$ cat config.mk
export PLATFORM = sky130hd
export DESIGN_NAME = edge_event_queue
export DESIGN_NICKNAME = d
export VERILOG_FILES = /design/src/rtl/edge_event_queue.sv
export SDC_FILE = /design/constraint.sdc
export NUM_CORES = 1
export LEC_CHECK = 0
export ABC_AREA = 1
export BUFFER_PORTS_ARGS = -buffer_cell sky130_fd_sc_hd__buf_2
export CAP_MARGIN = 20
export CORE_MARGIN = 5
export CORE_UTILIZATION = 50
export DETAILED_ROUTE_END_ITERATION = 7
export HOLD_SLACK_MARGIN = 0.02
export MAX_ROUTING_LAYER = met4
export PLACE_DENSITY_LB_ADDON = 0.08
export SYNTH_ARGS = -nofsm -noshare
export SYNTH_HDL_FRONTEND = slang
export SYNTH_SLANG_ARGS = --single-unit
$ cat constraint.sdc
create_clock -name clk -period 7.9 [get_ports clk]
set_input_delay 0.79 -clock clk [delete_from_list [all_inputs] [get_ports clk]]
set_output_delay 0.79 -clock clk [all_outputs]
set_load 0.01 [all_outputs]
$ cat src/rtl/edge_event_queue.sv
// Turns sticky per-bit edge flags into indexed events, lowest index first,
// buffered in a small first-word-fall-through FIFO with a valid/ready output.
module edge_event_queue #(
    parameter  int WIDTH = 32,
    parameter  int DEPTH = 4,
    localparam int IDXW  = $clog2(WIDTH),
    localparam int CNTW  = $clog2(DEPTH + 1)
) (
    input  logic              clk,
    input  logic              reset,
    input  logic [WIDTH-1:0]  edge_i,
    output logic              evt_valid_o,
    output logic [IDXW-1:0]   evt_idx_o,
    input  logic              evt_ready_i,
    output logic [WIDTH-1:0]  pending_o,
    output logic [CNTW-1:0]   count_o,
    output logic              busy_o
);

    localparam int PW = $clog2(DEPTH);

    logic [WIDTH-1:0] served_r;
    logic [IDXW-1:0]  mem_r [DEPTH];
    logic [PW-1:0]    wr_ptr_r;
    logic [PW-1:0]    rd_ptr_r;
    logic [CNTW-1:0]  count_r;
    logic             valid_r;

    logic [WIDTH-1:0] pending_s;
    logic [IDXW-1:0]  sel_s;
    logic             push_s;
    logic             pop_s;
    logic [WIDTH-1:0] push_onehot_s;
    logic [CNTW-1:0]  count_next_s;

    // Priority encoder over not-yet-queued bits; scanning downward lets bit 0 win.
    always_comb begin
        sel_s = {IDXW{1'b0}};
        for (int i = WIDTH - 1; i >= 0; i--) begin
            sel_s = pending_s[i] ? IDXW'(i) : sel_s;
        end
    end

    // Handshake, push admission and occupancy bookkeeping.
    always_comb begin
        pending_s     = edge_i & ~served_r;
        pop_s         = valid_r & evt_ready_i;
        push_s        = (|pending_s) & ((count_r < CNTW'(DEPTH)) | pop_s);
        push_onehot_s = {WIDTH{1'b0}};
        if (push_s) begin
            push_onehot_s = {{(WIDTH-1){1'b0}}, 1'b1} << sel_s;
        end else begin
            push_onehot_s = {WIDTH{1'b0}};
        end
        count_next_s  = count_r + CNTW'(push_s) - CNTW'(pop_s);
    end

    // Served mask, FIFO storage, pointers and registered valid flag.
    always_ff @(posedge clk or posedge reset) begin
        if (reset) begin
            served_r <= {WIDTH{1'b0}};
            wr_ptr_r <= {PW{1'b0}};
            rd_ptr_r <= {PW{1'b0}};
            count_r  <= {CNTW{1'b0}};
            valid_r  <= 1'b0;
            for (int i = 0; i < DEPTH; i++) begin
                mem_r[i] <= {IDXW{1'b0}};
            end
        end else begin
            // A bit dropping upstream clears its served flag so it can fire again.
            served_r <= (served_r | push_onehot_s) & edge_i;
            count_r  <= count_next_s;
            valid_r  <= (count_next_s != {CNTW{1'b0}});
            if (push_s) begin
                mem_r[wr_ptr_r] <= sel_s;
                wr_ptr_r        <= wr_ptr_r + PW'(1'b1);
            end
            if (pop_s) begin
                rd_ptr_r <= rd_ptr_r + PW'(1'b1);
            end
        end
    end

    assign pending_o   = pending_s;
    assign evt_valid_o = valid_r;
    assign evt_idx_o   = mem_r[rd_ptr_r];
    assign count_o     = count_r;
    assign busy_o      = (|pending_s) | (count_r != {CNTW{1'b0}});

endmodule
Word level (Yosys, flattened, before mapping)
Index checks and enable logic that the tools add are counted.
{"block": "totals", "ff_bits": 60, "latchBits": 0, "mem_bits_rw": 0, "mem_bits_ro": 0, "out_inout_bits": 42, "wordCells": 71, "n_memories": 0}
{"block": "classes", "addsub": 4, "mul": 0, "div_mod_pow": 0, "n_lt_le_gt_ge": 4, "eq_ne": 0, "n_shift": 1, "mux": 39, "bitwise": 10, "reduce_logical": 4}
{"cell": "$mux 5", "n": 35}
{"cell": "$and 32x32->32", "n": 2}
{"cell": "$mux 32", "n": 1}
{"cell": "$not 32->32", "n": 1}
{"cell": "$or 32x32->32", "n": 1}
{"cell": "$reduce_or 32->1", "n": 1}
{"cell": "$shl 1x5->32 const A", "n": 1}
{"cell": "$bwmux 20", "n": 1}
{"cell": "$bmux 5 s2", "n": 1}
{"cell": "$demux 5 s2", "n": 1}
{"cell": "$ge 3x3->1 const B", "n": 2}
{"cell": "$not 2->3", "n": 2}
{"cell": "$reduce_bool 3->1", "n": 2}
{"cell": "$add 2x1->2 const B", "n": 2}
{"cell": "$add 3x1->3", "n": 1}
{"cell": "$lt 3x1->1 const B", "n": 1}
{"cell": "$lt 3x3->1 const B", "n": 1}
{"cell": "$sub 3x1->3", "n": 1}
{"cell": "$and 1x1->1", "n": 2}
{"cell": "$or 1x1->1", "n": 2}
{"cell": "$logic_and 1x1->1", "n": 1}

Depth between registers and ports, before layout
{"block": "depth", "depth_word": 38, "mapped_depth": 36}

Least setup slack after synthesis
OpenSTA, ideal clock, no wires.
{"block": "synth_timing", "path_type": "input to register", "from": "input port edge_i[2]", "to": "register valid_r, in the netlist evt_valid_o", "setup_ps": 131, "arrival_time_ps": 3049, "t_required_ps": 7769, "path_slack_ps": 4719, "cell_stages": 17, "path_buffers": 0, "path_cell_list": "inv_1 > nor2_1 > inv_1 > nand2_1 > nor3_1 > nand2_1 > nor2_1 > nand2_1 > nand2_1 > ha_1 > inv_1 > ha_1 > inv_1 > fa_1 > xnor2_1 > xor2_1 > or3_1"}
{"block": "synth_via", "elab_chain_len": 6}
{"item": "start: declaration", "line_no": "11", "text": "input logic [WIDTH-1:0] edge_i,"}
{"item": "$and 32x32->32", "line_no": "46", "text": "pending_s = edge_i & ~served_r;"}
{"item": "via pending_o[2]", "line_no": "15", "text": "output logic [WIDTH-1:0] pending_o,"}
{"item": "$reduce_or 32->1", "line_no": "48", "text": "push_s = (|pending_s) & ((count_r < CNTW'(DEPTH)) | pop_s);"}
{"item": "$and 1x1->1", "line_no": "48"}
{"item": "$add 3x1->3", "line_no": "55", "text": "count_next_s = count_r + CNTW'(push_s) - CNTW'(pop_s);"}
{"item": "$sub 3x1->3", "line_no": "55"}
{"item": "via count_next_s[2]", "line_no": "34", "text": "logic [CNTW-1:0] count_next_s;"}
{"item": "$reduce_bool 3->1", "line_no": "73", "text": "valid_r <= (count_next_s != {CNTW{1'b0}});"}
{"item": "end signal: assignment", "line_no": "73"}
{"item": "end: declaration", "line_no": "27", "text": "logic valid_r;"}
The timed path passes the listed nets, and every way through them passes these cells.
A chain may end at the register's enable or synchronous reset.

Worst setup path in the final report
{"block": "layout_timing", "from": "input port edge_i[2]", "to": "register served_r[2]"}
{"block": "layout_via", "elab_chain_len": 8, "elab_cells_between_ends": 10, "cone_classes": "shift: 1; mux: 4; bitwise: 4; reduce/logical: 1"}
{"item": "$and 32x32->32", "line_no": "46"}
{"item": "$mux 5 (3 in series)", "line_no": "40", "text": "sel_s = pending_s[i] ? IDXW'(i) : sel_s;"}
{"item": "$shl 1x5->32", "line_no": "51", "text": "push_onehot_s = {{(WIDTH-1){1'b0}}, 1'b1} << sel_s;"}
{"item": "$mux 32", "line_no": "50", "text": "if (push_s) begin"}
{"item": "$or 32x32->32", "line_no": "71", "text": "served_r <= (served_r | push_onehot_s) & edge_i;"}
{"item": "$and 32x32->32 *", "line_no": "71"}
{"item": "end signal: assignment", "line_no": "61", "text": "served_r <= {WIDTH{1'b0}};"}
{"item": "end signal: assignment", "line_no": "71"}
{"item": "end: declaration", "line_no": "22", "text": "logic [WIDTH-1:0] served_r;"}
Every way passes the cells marked *; elsewhere a longest branch is shown, timed or not.

==> impl_metrics.toml <==
[floorplanning]
rows = 29
start_util_pct = 51.8
core-area_um2 = 6390
die_h_um = 91.4
pin_count = 77
die_area_um2 = 8350
die_x_um = 91.4

[layout]
fin_nets = 576
layout_common_cells = "nor2_1, inv_1, nand2_1, buf_2, dfrtp_1"
final_util_pct = 62.3
fin_area_um2 = 3980
diodes = 0
final_cells = 616
final_common_cell = "nor2_1"
area_growth_pct = 20.2
final_layout_size_suffix_gt1_share_pct = 19.7

[sta]
max_freq_mhz = 291
fin_crit_sh_pct = 43.5
tns_ns = 0
fin_hold_ws_ns = 0.487
slew_viol_final = 0
hold_viol_final = 0
slew_headroom_pct = 34.0
fin_skew_ns = 0.00793
rsz0062_at_grt = "no"
finalCriticalPeriod_ns = 3.43
tightest_slew_ns = 0.987
setup_viol = 0

[setup_path]
cp_cell_sequence = "buf_2 -> inv_1 -> nor2_1 -> inv_1 -> nand2_1 -> nor3_1 -> nand2_1 -> nor2_1 -> clkinv_1 -> nand4_1 -> nor2_1 -> nor2_1 -> nor2_1"
worst-path-buf-inv = 4
r2r_start = "served_r[9]"
startpoint_type = "input pin"
r2r-end = "served_r[2]"
cp_max_fo = 18
crit_top_cell = "nor2_1"
crit_path_top_delay_cell = "nor2_1"
worst-setup-path-type = "in -> reg"
critPathTopFamily = "simple AND/OR/NAND/NOR gates"
rrSetupSlack_ns = 4.70
slowest_delay_ns = 0.78
required_ns = 8.13
arrival_ns = 3.66
r2r_cells = 12
endpoint_kind = "register"

[min_path]
whs_path_depth = 2
hold_path.class = "reg -> reg"
hp-start = "mem_r[10]"
hold_end = "mem_r[10]"

[synth]
synth_edf_count = 0
synth_top_area_cell = "dfrtp_1"
ys_ff_latch = 60
synth_area_per_cell_um2 = 7.31
yosys-top-cells-area = "dfrtp_1, nor2_1, inv_1"
syn_inst = 453
synthSimpleGateAreaFrac_pct = 27.7
synth.top_cell.area_share_pct = 45.4
synth_top_family_by_area = "simple AND/OR/NAND/NOR gates"
ys_warn_count = 0
synthAdderAreaFrac_pct = 2.87
seq_area_frac_synth_pct = 45.4
synth.net_count = 495
synthFlopType = "dfrtp_1"
synth_cell_type_count = 31
async_reset_ff_share_pct = 100
synth_compound_area_share_pct = 11.2
muxShareOfSynthArea_pct = 0
synth_xor_area_share_pct = 1.06
synth_area_um2 = 3310

[clocking]
cts_root_buffer = "clkbuf_8"
cts_resized = 0
clk_pin_slew_worst_paths_ns = 0.07
cts_sinks = 60
cts_buffers = 9
ctsLongestPathBuffers = 2
htreeDepth = 3
clk-insertion-delay-late_ns = 0.34
post-cts-setup-buffers = 0
cts_tree = "built"
holdBufCountCts = 0

[power_and_ir_drop]
leakage_nw = 2.20
powerDensity_nw_per_um2 = 265
ir_drop_v = 0.000210

[placed_design]
portBuffers = 76
gp_congestion = 0.848
placed_cells = 600
dpl_cell_area_um2 = 3760
hpwl_um = 6400

[status]
status = "finished clean"

[detailed_routing]
remaining_drc_errors = 0
wl_um = 8400
vias = 3041
wl_per_cell_um = 13.6
drtAntennaViolNets = 0
dr.first_iter.drc_count = 176
vias_per_cell = 4.94
first_pass_iters = 4

[grt]
grtUsageTotal_pct = 21.2
grt_pass1_vias = 2976
grt_overflow = 0
antenna_found_initial = 0
grt_max_degree = 61
grt_pass1_wl_um = 14000

[run]
max-cap-violations = 0
## sequential cells by signal, summed over array words and instances (netlist names)
register	count
evt_valid_o	1
rd_ptr_r	2
mem_r	20
served_r	32
count_o	3
wr_ptr_r	2
## power breakdown
part           switching, mW  leakage (nW)  internal (mW)
Combinational          0.224          1.28          0.123
Sequential            0.0424         0.805          0.360
Clock                  0.121         0.113          0.185
Total                  0.388          2.20          0.667
## metal layers
metal,routed length [um],global-route usage [%],up-vias,part of all wire (%)
met2,3640,30.6,88,43
li1,-,-,1568,-
met4,110,6.60,0,1.3
met3,540,3.55,10,6.4
met5,0,-,-,0
met1,4110,30.5,1375,49
## logic make-up (layout without fill, tap and decap cells)
logic type | Yosys count | count (layout)
xor+xnor | 4 | 4
compound gates | 66 | 66
fa+ha+maj | 7 | 7
simple gates | 213 | 213
buf+inv | 103 | 189
flops | 60 | 60
## through the flow
stage          setup WS, ns  total power, mW
4_1_cts                4.59             1.06
3_5_place_dp           4.26            0.755
2_1_floorplan          4.72            0.639
6_report               4.47             1.06
5_1_grt                4.06             1.13
3_3_place_gp           4.40            0.746
## how the worst max path moves through the flow
stage	startpoint	end	cells after the start
after floorplan	edge_i[2]	evt_valid_o	17
after global placement	edge_i[3]	evt_valid_o	18
after detailed placement	edge_i[2]	served_r[6]	13
after CTS	edge_i[2]	served_r[2]	13
after global routing	edge_i[2]	served_r[2]	13
final	edge_i[2]	served_r[2]	13
## layout make-up
class,instances,area [um2]
sequential,60,1500
inverter,96,360
clock buffer,11,141
clock inverter,5,75.1
timing repair buffer,77,388
multi-input combinational,290,1420
tap,77,96.3
fill,615,2410
## worst reg2reg max path: stages (launching register included)
cell	delay [ns]
dfrtp_1	0.37
nor2_1	0.20
inv_1	0.08
nand2_1	0.09
nor2_1	0.05
nand2_1	0.10
a31oi_1	0.05
nor2_1	0.76
clkinv_1	0.77
nand4_1	0.38
nor2_1	0.08
nor2_1	0.11
nor2_1	0.05
## cell usage after synthesis (3+ instances only)
cell type,n
a21oi_1,15
a31oi_1,10
buf_2,4
clkbuf_1,3
dfrtp_1,60
ha_1,6
inv_1,93
nand2_1,82
nand3_1,8
nand4_1,12
nor2_1,95
nor2_2,4
nor3_1,3
o21ai_0,32
o22ai_1,5
xor2_1,3
(Power assumes the default switching activity.)
